[config.mk]
export PLATFORM = sky130hd
export DESIGN_NAME = trap_sequencer_flat
export DESIGN_NICKNAME = d
export VERILOG_FILES = /design/src/rtl/trap_pkg.sv /design/src/rtl/trap_sequencer_if.sv /design/src/rtl/trap_sequencer_irq_priority.sv /design/src/rtl/trap_sequencer.sv /design/src/flat_wrapper.sv
export SDC_FILE = /design/constraint.sdc
export NUM_CORES = 1
export LEC_CHECK = 0
export CAP_MARGIN = 5
export CELL_PAD_IN_SITES_DETAIL_PLACEMENT = 2
export CELL_PAD_IN_SITES_GLOBAL_PLACEMENT = 2
export CORE_ASPECT_RATIO = 1.25
export CORE_UTILIZATION = 23
export CTS_CLUSTER_SIZE = 12
export DETAILED_ROUTE_END_ITERATION = 16
export PLACE_DENSITY_LB_ADDON = 0.15
export SYNTH_ARGS = -nofsm -noshare
export SYNTH_HDL_FRONTEND = slang
export SYNTH_SLANG_ARGS = --single-unit
[constraint.sdc]
create_clock -name clk -period 2.25 [get_ports clk]
set_clock_uncertainty 0.05 [all_clocks]
set_input_delay 0.45 -clock clk [delete_from_list [all_inputs] [get_ports clk]]
set_output_delay 0.45 -clock clk [all_outputs]
set_load 0.01 [all_outputs]
[src/rtl/trap_pkg.sv]
// Shared types and constants for the trap sequencer: FSM states, interrupt
// cause codes, the mtvec mode encoding, and trap target helpers.
package trap_pkg;

  typedef enum logic [1:0] {
    RUN      = 2'd0,
    DRAIN    = 2'd1,
    REDIRECT = 2'd2,
    SLEEP    = 2'd3
  } state_t;

  localparam logic [3:0] CAUSE_MSI = 4'd3;
  localparam logic [3:0] CAUSE_MTI = 4'd7;
  localparam logic [3:0] CAUSE_MEI = 4'd11;

  localparam logic [1:0] MTVEC_MODE_VECTORED = 2'b01;

  function automatic logic [31:0] trap_base(input logic [31:0] mtvec);
    return {mtvec[31:2], 2'b00};
  endfunction

  // Vectored interrupt entry: base + 4*cause.
  function automatic logic [31:0] vector_target(input logic [31:0] mtvec, input logic [3:0] cause);
    return trap_base(mtvec) + {26'd0, cause, 2'b00};
  endfunction

endpackage

[src/rtl/trap_sequencer_if.sv]
// Bundle of writeback, interrupt, CSR and fetch/hazard signals seen by the
// trap sequencer; slave is the sequencer side, master the core side.
interface trap_sequencer_if;
  logic        valid_in;
  logic        exception_in;
  logic [3:0]  ecause_in;
  logic [31:0] pc_in;
  logic [31:0] next_pc_in;
  logic        mret_in;
  logic        wfi_in;
  logic        msip;
  logic        mtip;
  logic        meip;
  logic        mie_global;
  logic [2:0]  mie_mask;
  logic [31:0] mtvec_in;
  logic [31:0] mepc_in;

  logic        flush;
  logic        redirect_valid;
  logic [31:0] redirect_pc;
  logic        trap_commit;
  logic        mret_commit;
  logic [3:0]  trap_cause;
  logic        trap_interrupt;
  logic [31:0] trap_epc;
  logic        sleeping;

  modport slave (
    input  valid_in, exception_in, ecause_in, pc_in, next_pc_in, mret_in, wfi_in,
           msip, mtip, meip, mie_global, mie_mask, mtvec_in, mepc_in,
    output flush, redirect_valid, redirect_pc, trap_commit, mret_commit,
           trap_cause, trap_interrupt, trap_epc, sleeping
  );

  modport master (
    output valid_in, exception_in, ecause_in, pc_in, next_pc_in, mret_in, wfi_in,
           msip, mtip, meip, mie_global, mie_mask, mtvec_in, mepc_in,
    input  flush, redirect_valid, redirect_pc, trap_commit, mret_commit,
           trap_cause, trap_interrupt, trap_epc, sleeping
  );
endinterface

[src/rtl/trap_sequencer_irq_priority.sv]
// Combinational interrupt resolver: masks pending lines, reports wake/irq and
// picks the highest-priority cause (MEI > MTI > MSI).
module irq_priority
  import trap_pkg::*;
(
  input  logic [2:0] pending,
  input  logic [2:0] mask,
  input  logic       global_en,
  output logic       irq,
  output logic       wake,
  output logic [3:0] cause
);

  logic [2:0] pend;

  assign pend = pending & mask;
  assign wake = |pend;
  assign irq  = wake & global_en;

  always_comb begin
    cause = 4'd0;
    if (pend[2]) begin
      cause = CAUSE_MEI;
    end else if (pend[1]) begin
      cause = CAUSE_MTI;
    end else if (pend[0]) begin
      cause = CAUSE_MSI;
    end
  end

endmodule

[src/rtl/trap_sequencer.sv]
// Trap entry / mret / WFI sequencer beside writeback: flush, drain, commit CSR
// strobes and issue one fetch redirect. TRAP_VECTORED_EN enables vectored irq entry.
module trap_sequencer
  import trap_pkg::*;
#(
  parameter int FLUSH_CYCLES = 2
) (
  input  logic             clk,
  input  logic             reset_n,
  trap_sequencer_if.slave  bus
);

  localparam int CNT_W = $clog2(FLUSH_CYCLES + 1);

  state_t              state_reg, state_next;
  logic [CNT_W-1:0]    cnt_reg, cnt_next;
  logic [31:0]         target_reg, target_next;
  logic [31:0]         resume_reg, resume_next;
  logic                redirect_valid_reg;
  logic [31:0]         redirect_pc_reg;

  logic                irq, wake;
  logic [3:0]          irq_cause;
  logic [31:0]         irq_target;
  logic [31:0]         base;

  logic                flush_c, trap_commit_c, mret_commit_c, intr_c;
  logic [3:0]          cause_c;
  logic [31:0]         epc_c;

  irq_priority u_irq_priority (
    .pending   ({bus.meip, bus.mtip, bus.msip}),
    .mask      (bus.mie_mask),
    .global_en (bus.mie_global),
    .irq       (irq),
    .wake      (wake),
    .cause     (irq_cause)
  );

  assign base = trap_base(bus.mtvec_in);

`ifdef TRAP_VECTORED_EN
  assign irq_target = (bus.mtvec_in[1:0] == MTVEC_MODE_VECTORED) ?
                      vector_target(bus.mtvec_in, irq_cause) : base;
`else
  assign irq_target = base;
`endif

  always_comb begin
    state_next    = state_reg;
    cnt_next      = cnt_reg;
    target_next   = target_reg;
    resume_next   = resume_reg;
    flush_c       = 1'b0;
    trap_commit_c = 1'b0;
    mret_commit_c = 1'b0;
    intr_c        = 1'b0;
    cause_c       = 4'd0;
    epc_c         = 32'd0;

    case (state_reg)
      RUN: begin
        if (bus.valid_in) begin
          if (irq) begin
            trap_commit_c = 1'b1;
            intr_c        = 1'b1;
            cause_c       = irq_cause;
            epc_c         = bus.pc_in;
            target_next   = irq_target;
          end else if (bus.exception_in) begin
            trap_commit_c = 1'b1;
            cause_c       = bus.ecause_in;
            epc_c         = bus.pc_in;
            target_next   = base;
          end else if (bus.mret_in) begin
            mret_commit_c = 1'b1;
            target_next   = bus.mepc_in;
          end else if (bus.wfi_in && !wake) begin
            flush_c     = 1'b1;
            resume_next = bus.next_pc_in;
            state_next  = SLEEP;
          end
          if (trap_commit_c || mret_commit_c) begin
            flush_c    = 1'b1;
            cnt_next   = CNT_W'(FLUSH_CYCLES);
            state_next = DRAIN;
          end
        end
      end
      DRAIN: begin
        flush_c  = 1'b1;
        cnt_next = cnt_reg - CNT_W'(1);
        if (cnt_reg == CNT_W'(1)) begin
          state_next = REDIRECT;
        end
      end
      REDIRECT: begin
        state_next = RUN;
      end
      SLEEP: begin
        flush_c = 1'b1;
        if (wake) begin
          if (irq) begin
            trap_commit_c = 1'b1;
            intr_c        = 1'b1;
            cause_c       = irq_cause;
            epc_c         = resume_reg;
            target_next   = irq_target;
          end else begin
            target_next = resume_reg;
          end
          cnt_next   = CNT_W'(FLUSH_CYCLES);
          state_next = DRAIN;
        end
      end
      default: state_next = RUN;
    endcase
  end

  always_ff @(posedge clk or negedge reset_n) begin
    if (!reset_n) begin
      state_reg          <= RUN;
      cnt_reg            <= '0;
      target_reg         <= '0;
      resume_reg         <= '0;
      redirect_valid_reg <= 1'b0;
      redirect_pc_reg    <= '0;
    end else begin
      state_reg          <= state_next;
      cnt_reg            <= cnt_next;
      target_reg         <= target_next;
      resume_reg         <= resume_next;
      redirect_valid_reg <= (state_next == REDIRECT);
      if (state_next == REDIRECT) begin
        redirect_pc_reg <= target_reg;
      end
    end
  end

  // Mealy outputs are gated so that every output is low while reset is held.
  assign bus.flush          = flush_c & reset_n;
  assign bus.trap_commit    = trap_commit_c & reset_n;
  assign bus.mret_commit    = mret_commit_c & reset_n;
  assign bus.trap_interrupt = intr_c & reset_n;
  assign bus.trap_cause     = reset_n ? cause_c : 4'd0;
  assign bus.trap_epc       = reset_n ? epc_c : 32'd0;
  assign bus.sleeping       = (state_reg == SLEEP);
  assign bus.redirect_valid = redirect_valid_reg;
  assign bus.redirect_pc    = redirect_pc_reg;

endmodule

[src/flat_wrapper.sv]
// flat-port wrapper written by rule: the top's interface ports become plain ports
module trap_sequencer_flat import trap_pkg::*;
#(
  parameter int FLUSH_CYCLES = 2
)
  (clk, reset_n, bus_valid_in, bus_exception_in, bus_ecause_in, bus_pc_in, bus_next_pc_in, bus_mret_in, bus_wfi_in, bus_msip, bus_mtip, bus_meip, bus_mie_global, bus_mie_mask, bus_mtvec_in, bus_mepc_in, bus_flush, bus_redirect_valid, bus_redirect_pc, bus_trap_commit, bus_mret_commit, bus_trap_cause, bus_trap_interrupt, bus_trap_epc, bus_sleeping);
  trap_sequencer_if bus_i ();
  input  logic clk;
  input  logic reset_n;
  input wire logic [$bits(bus_i.valid_in)-1:0] bus_valid_in;
  input wire logic [$bits(bus_i.exception_in)-1:0] bus_exception_in;
  input wire logic [$bits(bus_i.ecause_in)-1:0] bus_ecause_in;
  input wire logic [$bits(bus_i.pc_in)-1:0] bus_pc_in;
  input wire logic [$bits(bus_i.next_pc_in)-1:0] bus_next_pc_in;
  input wire logic [$bits(bus_i.mret_in)-1:0] bus_mret_in;
  input wire logic [$bits(bus_i.wfi_in)-1:0] bus_wfi_in;
  input wire logic [$bits(bus_i.msip)-1:0] bus_msip;
  input wire logic [$bits(bus_i.mtip)-1:0] bus_mtip;
  input wire logic [$bits(bus_i.meip)-1:0] bus_meip;
  input wire logic [$bits(bus_i.mie_global)-1:0] bus_mie_global;
  input wire logic [$bits(bus_i.mie_mask)-1:0] bus_mie_mask;
  input wire logic [$bits(bus_i.mtvec_in)-1:0] bus_mtvec_in;
  input wire logic [$bits(bus_i.mepc_in)-1:0] bus_mepc_in;
  output wire logic [$bits(bus_i.flush)-1:0] bus_flush;
  output wire logic [$bits(bus_i.redirect_valid)-1:0] bus_redirect_valid;
  output wire logic [$bits(bus_i.redirect_pc)-1:0] bus_redirect_pc;
  output wire logic [$bits(bus_i.trap_commit)-1:0] bus_trap_commit;
  output wire logic [$bits(bus_i.mret_commit)-1:0] bus_mret_commit;
  output wire logic [$bits(bus_i.trap_cause)-1:0] bus_trap_cause;
  output wire logic [$bits(bus_i.trap_interrupt)-1:0] bus_trap_interrupt;
  output wire logic [$bits(bus_i.trap_epc)-1:0] bus_trap_epc;
  output wire logic [$bits(bus_i.sleeping)-1:0] bus_sleeping;
  assign bus_i.valid_in = bus_valid_in;
  assign bus_i.exception_in = bus_exception_in;
  assign bus_i.ecause_in = bus_ecause_in;
  assign bus_i.pc_in = bus_pc_in;
  assign bus_i.next_pc_in = bus_next_pc_in;
  assign bus_i.mret_in = bus_mret_in;
  assign bus_i.wfi_in = bus_wfi_in;
  assign bus_i.msip = bus_msip;
  assign bus_i.mtip = bus_mtip;
  assign bus_i.meip = bus_meip;
  assign bus_i.mie_global = bus_mie_global;
  assign bus_i.mie_mask = bus_mie_mask;
  assign bus_i.mtvec_in = bus_mtvec_in;
  assign bus_i.mepc_in = bus_mepc_in;
  assign bus_flush = bus_i.flush;
  assign bus_redirect_valid = bus_i.redirect_valid;
  assign bus_redirect_pc = bus_i.redirect_pc;
  assign bus_trap_commit = bus_i.trap_commit;
  assign bus_mret_commit = bus_i.mret_commit;
  assign bus_trap_cause = bus_i.trap_cause;
  assign bus_trap_interrupt = bus_i.trap_interrupt;
  assign bus_trap_epc = bus_i.trap_epc;
  assign bus_sleeping = bus_i.sleeping;
  trap_sequencer #(.FLUSH_CYCLES(FLUSH_CYCLES)) u_core (.clk(clk), .reset_n(reset_n), .bus(bus_i));
endmodule
==> results.json <==
{
  "port_buffers": 216,
  "number_of_different_library_cells_in_the_post_synthesis_netlist": 39,
  "globalRouteMet2Util_pct": 38.5,
  "commonest_cells_after_routing_fill_and_taps_aside": "clkdlybuf4s50_1 (165), dfrtp_1 (101), buf_2 (45)",
  "reg2reg_from": "u_core.state_reg[1]$_DFF_PN0_",
  "path_cells": "buf_6 -> a222oi_1 -> buf_4 -> buf_6 -> or2b_4 -> nor2_4 -> buf_12 -> buf_8 -> buf_6 -> a22oi_2 -> nor2_1 -> buf_2",
  "synth_compound_gate_area_share_pct": 14.0,
  "yosys_most_used_dff": "dfrtp_1",
  "floorplan.die.width_um": 136,
  "slowest_stage": "a222oi_1",
  "areaGrowthSynthToFinish_pct": 77.1,
  "final.hold.worst_slack_ns": 0.234,
  "tritoncts": "done",
  "required_ns": 1.75,
  "finalCritPeriodShare_pct": 114,
  "gp_routability_congestion": 0.769,
  "period_needed_ns": 2.57,
  "clock.fmax_ghz": 0.389,
  "number_of_placement_rows": 60,
  "globalRoute.totalOverflow": 0,
  "cts.clk_slew.worst_paths_ns": 0.07,
  "synth_cells": 462,
  "drt-initial-drc-count": 125,
  "final-setup-viol-count": 68,
  "grt_first_pass_wirelength_um": 34900,
  "violations": "negative setup slack",
  "muxShareOfSynthArea_pct": 20.3,
  "timing.critical_path.fanout_max": 5,
  "synthesis.yosys.warnings": 0,
  "hold_viol_final": 0,
  "cts.root.buffer_cell": "clkbuf_16",
  "share_of_layout_cells_above_drive_strength_1_pct": 41.4,
  "layout_commonest_cell": "clkdlybuf4s50_1",
  "post_synth_instance_area_mm2": 0.00513,
  "synth-simple-area-share_pct": 9.09,
  "power.static_leakage_nw": 4.12,
  "worst_skew_pair.late_latency_ns": 0.35,
  "nNetsFinal": 890,
  "cp-end-kind": "output port",
  "crit_path_frequent_cell": "buf_6",
  "crit_path_max_incr_delay_ns": 0.33,
  "synthesis.area_per_instance_um2": 11.1,
  "vias_per_cell": 4.74,
  "start_util_pct": 23.7,
  "rsz0062_at_grt": "true",
  "first_pass_iters": 4,
  "p_total_mw": 9.54,
  "worst_case_clock_buffer_depth": 2,
  "drt.antenna.violating_nets": 0,
  "timing_worst_setup_path_type": "input port to output port",
  "num_io_pins": 219,
  "first_global_vias": 5623,
  "synth_sequential_area_ratio_pct": 49.2,
  "xor_xnor_portion_of_the_synthesized_cell_area_pct": 0,
  "numCtsBuffers": 9,
  "placed_cells": 972,
  "slew_violations": 0,
  "run_status": "complete, but fails checks",
  "largest_family_of_logic_cells_by_synthesized_area": "multiplexers",
  "fillerInstances": 2195,
  "worstRegToRegCells": 10,
  "htreeDepth": 3,
  "wl_per_cell_um": 22.7,
  "r2r_slack_ns": -0.06,
  "synth_seq_cells": 101,
  "wirelength_routed_um": 23200,
  "groute.layer.met3.usage_pct": 3.59,
  "routed-via-count": 4853,
  "asyncSetResetFlopFracSynth_pct": 100,
  "synth_adder_area_share_pct": 1.22,
  "vertical_extent_of_the_die_um": 169,
  "cp.arrival_ns": 2.07,
  "grt_util_overall_pct": 20.8,
  "power.ir.vdd_worst_uv": 443,
  "finalInstanceArea_mm2": 0.00909,
  "die_footprint_mm2": 0.0229,
  "regToRegEndpoint": "u_core.bus.redirect_pc[26]$_DFFE_PN0N_",
  "worst_slew_pin_slew_ns": 0.756,
  "grt-busiest-layer": "met2",
  "placement.cell_area_mm2": 0.00803,
  "grt_util_met1_pct": 23.9,
  "max_cap_viol_count": 0,
  "grt_antenna_before_repair": 1,
  "tritoncts_sinks": 101,
  "max_slew_margin_pct": 49.6,
  "core_mm2": 0.0217,
  "path_type_of_the_worst_min_delay_path": "input port to async pin",
  "dpl.hpwl_um": 14900,
  "number_of_remaining_drc_errors": 0,
  "finalWorstSetupSlack_ns": -0.321,
  "syn-num-nets": 612,
  "synth_edf_count": 0,
  "grt_start_max_net_pins": 56,
  "final_cell_count_no_fill": 1024,
  "setup.worst_path.start_class": "input port",
  "power_density_mw_per_mm2": 1050
}
-- metrics by stage --
stage                     TNS [ns]  worst slack [ns]  utilization (%)
after detailed placement    -88.75             -1.04             37.0
after floorplan                  0           0.00103                -
after CTS                    -9.96            -0.303             41.6
final                       -12.71            -0.321             41.9
after global placement      -83.79            -0.998             37.0
after global routing        -17.51            -0.396             41.9
-- critical path: cells and delay by family --
kind	cells	cell delay, ns
AO/OA/AOI/OAI	2	0.43
buffers and inverters	7	0.90
AND/OR/NAND/NOR	3	0.26
-- power breakdown --
part           internal, mW  switching (mW)
Combinational          2.72            1.94
Sequential             2.68           0.650
Clock                 0.812           0.737
Total                  6.21            3.33
-- cell families after synthesis --
family	Yosys count
flip-flops	101
multiplexers	96
AO/OA/AOI/OAI	94
AND/OR/NAND/NOR	92
buffers and inverters	74
adder cells (fa/ha/maj)	5
-- routing by layer --
layer	share of wire, %	wire, µm	up-vias
met5	0	0	-
li1	-	-	2214
met4	1.4	327	0
met1	40	9330	2489
met2	55	12700	127
met3	3.9	904	23
-- worst max-delay path by stage --
stage,startpoint,to
floorplan,bus_msip,u_core.bus.redirect_pc[16]$_DFFE_PN0N_
global placement,bus_msip,bus_trap_epc[21]
detailed placement,bus_msip,bus_trap_epc[26]
CTS,u_core.state_reg[0]$_DFF_PN0_,bus_trap_epc[24]
global route,bus_mie_mask[0],bus_trap_epc[12]
finish,bus_mie_mask[0],bus_trap_epc[12]
-- area by class of cell --
cell class / instances / area, µm² / area share [%]
inverter: 40 / 150 / 1.65
antenna: 1 / 2.50 / 0.0275
clock inverter: 4 / 32.5 / 0.358
timing repair buffer: 301 / 3020 / 33.2
sequential: 101 / 2530 / 27.8
tap: 279 / 349 / 3.84
multi-input combinational: 287 / 2760 / 30.3
clock buffer: 11 / 253 / 2.78
-- synthesized netlist by cell type (3+ instances only) --
cell type / instances / area, µm²
a22oi_1: 35 / 263
mux2_2: 65 / 732
dfrtp_1: 101 / 2530
o21ai_0: 6 / 30.0
nor2_1: 42 / 158
ha_1: 5 / 62.6
a21oi_1: 8 / 40.0
buf_2: 7 / 35.0
nand2_1: 5 / 18.8
nand3_1: 4 / 20.0
clkbuf_1: 23 / 86.3
inv_1: 40 / 150
nand4_1: 3 / 18.8
mux2i_1: 30 / 300
or2_2: 30 / 188
buf_6: 3 / 33.8
o221ai_1: 29 / 254
-- timing repair --
item	CTS	global route
pin swaps	36	42
hold buffers	0	0
setup endpoints to repair	106	98
setup buffers	27	9
gates resized for setup	300	39
gates cloned	10	0
No activity file was read; power rests on OpenSTA's default activity.
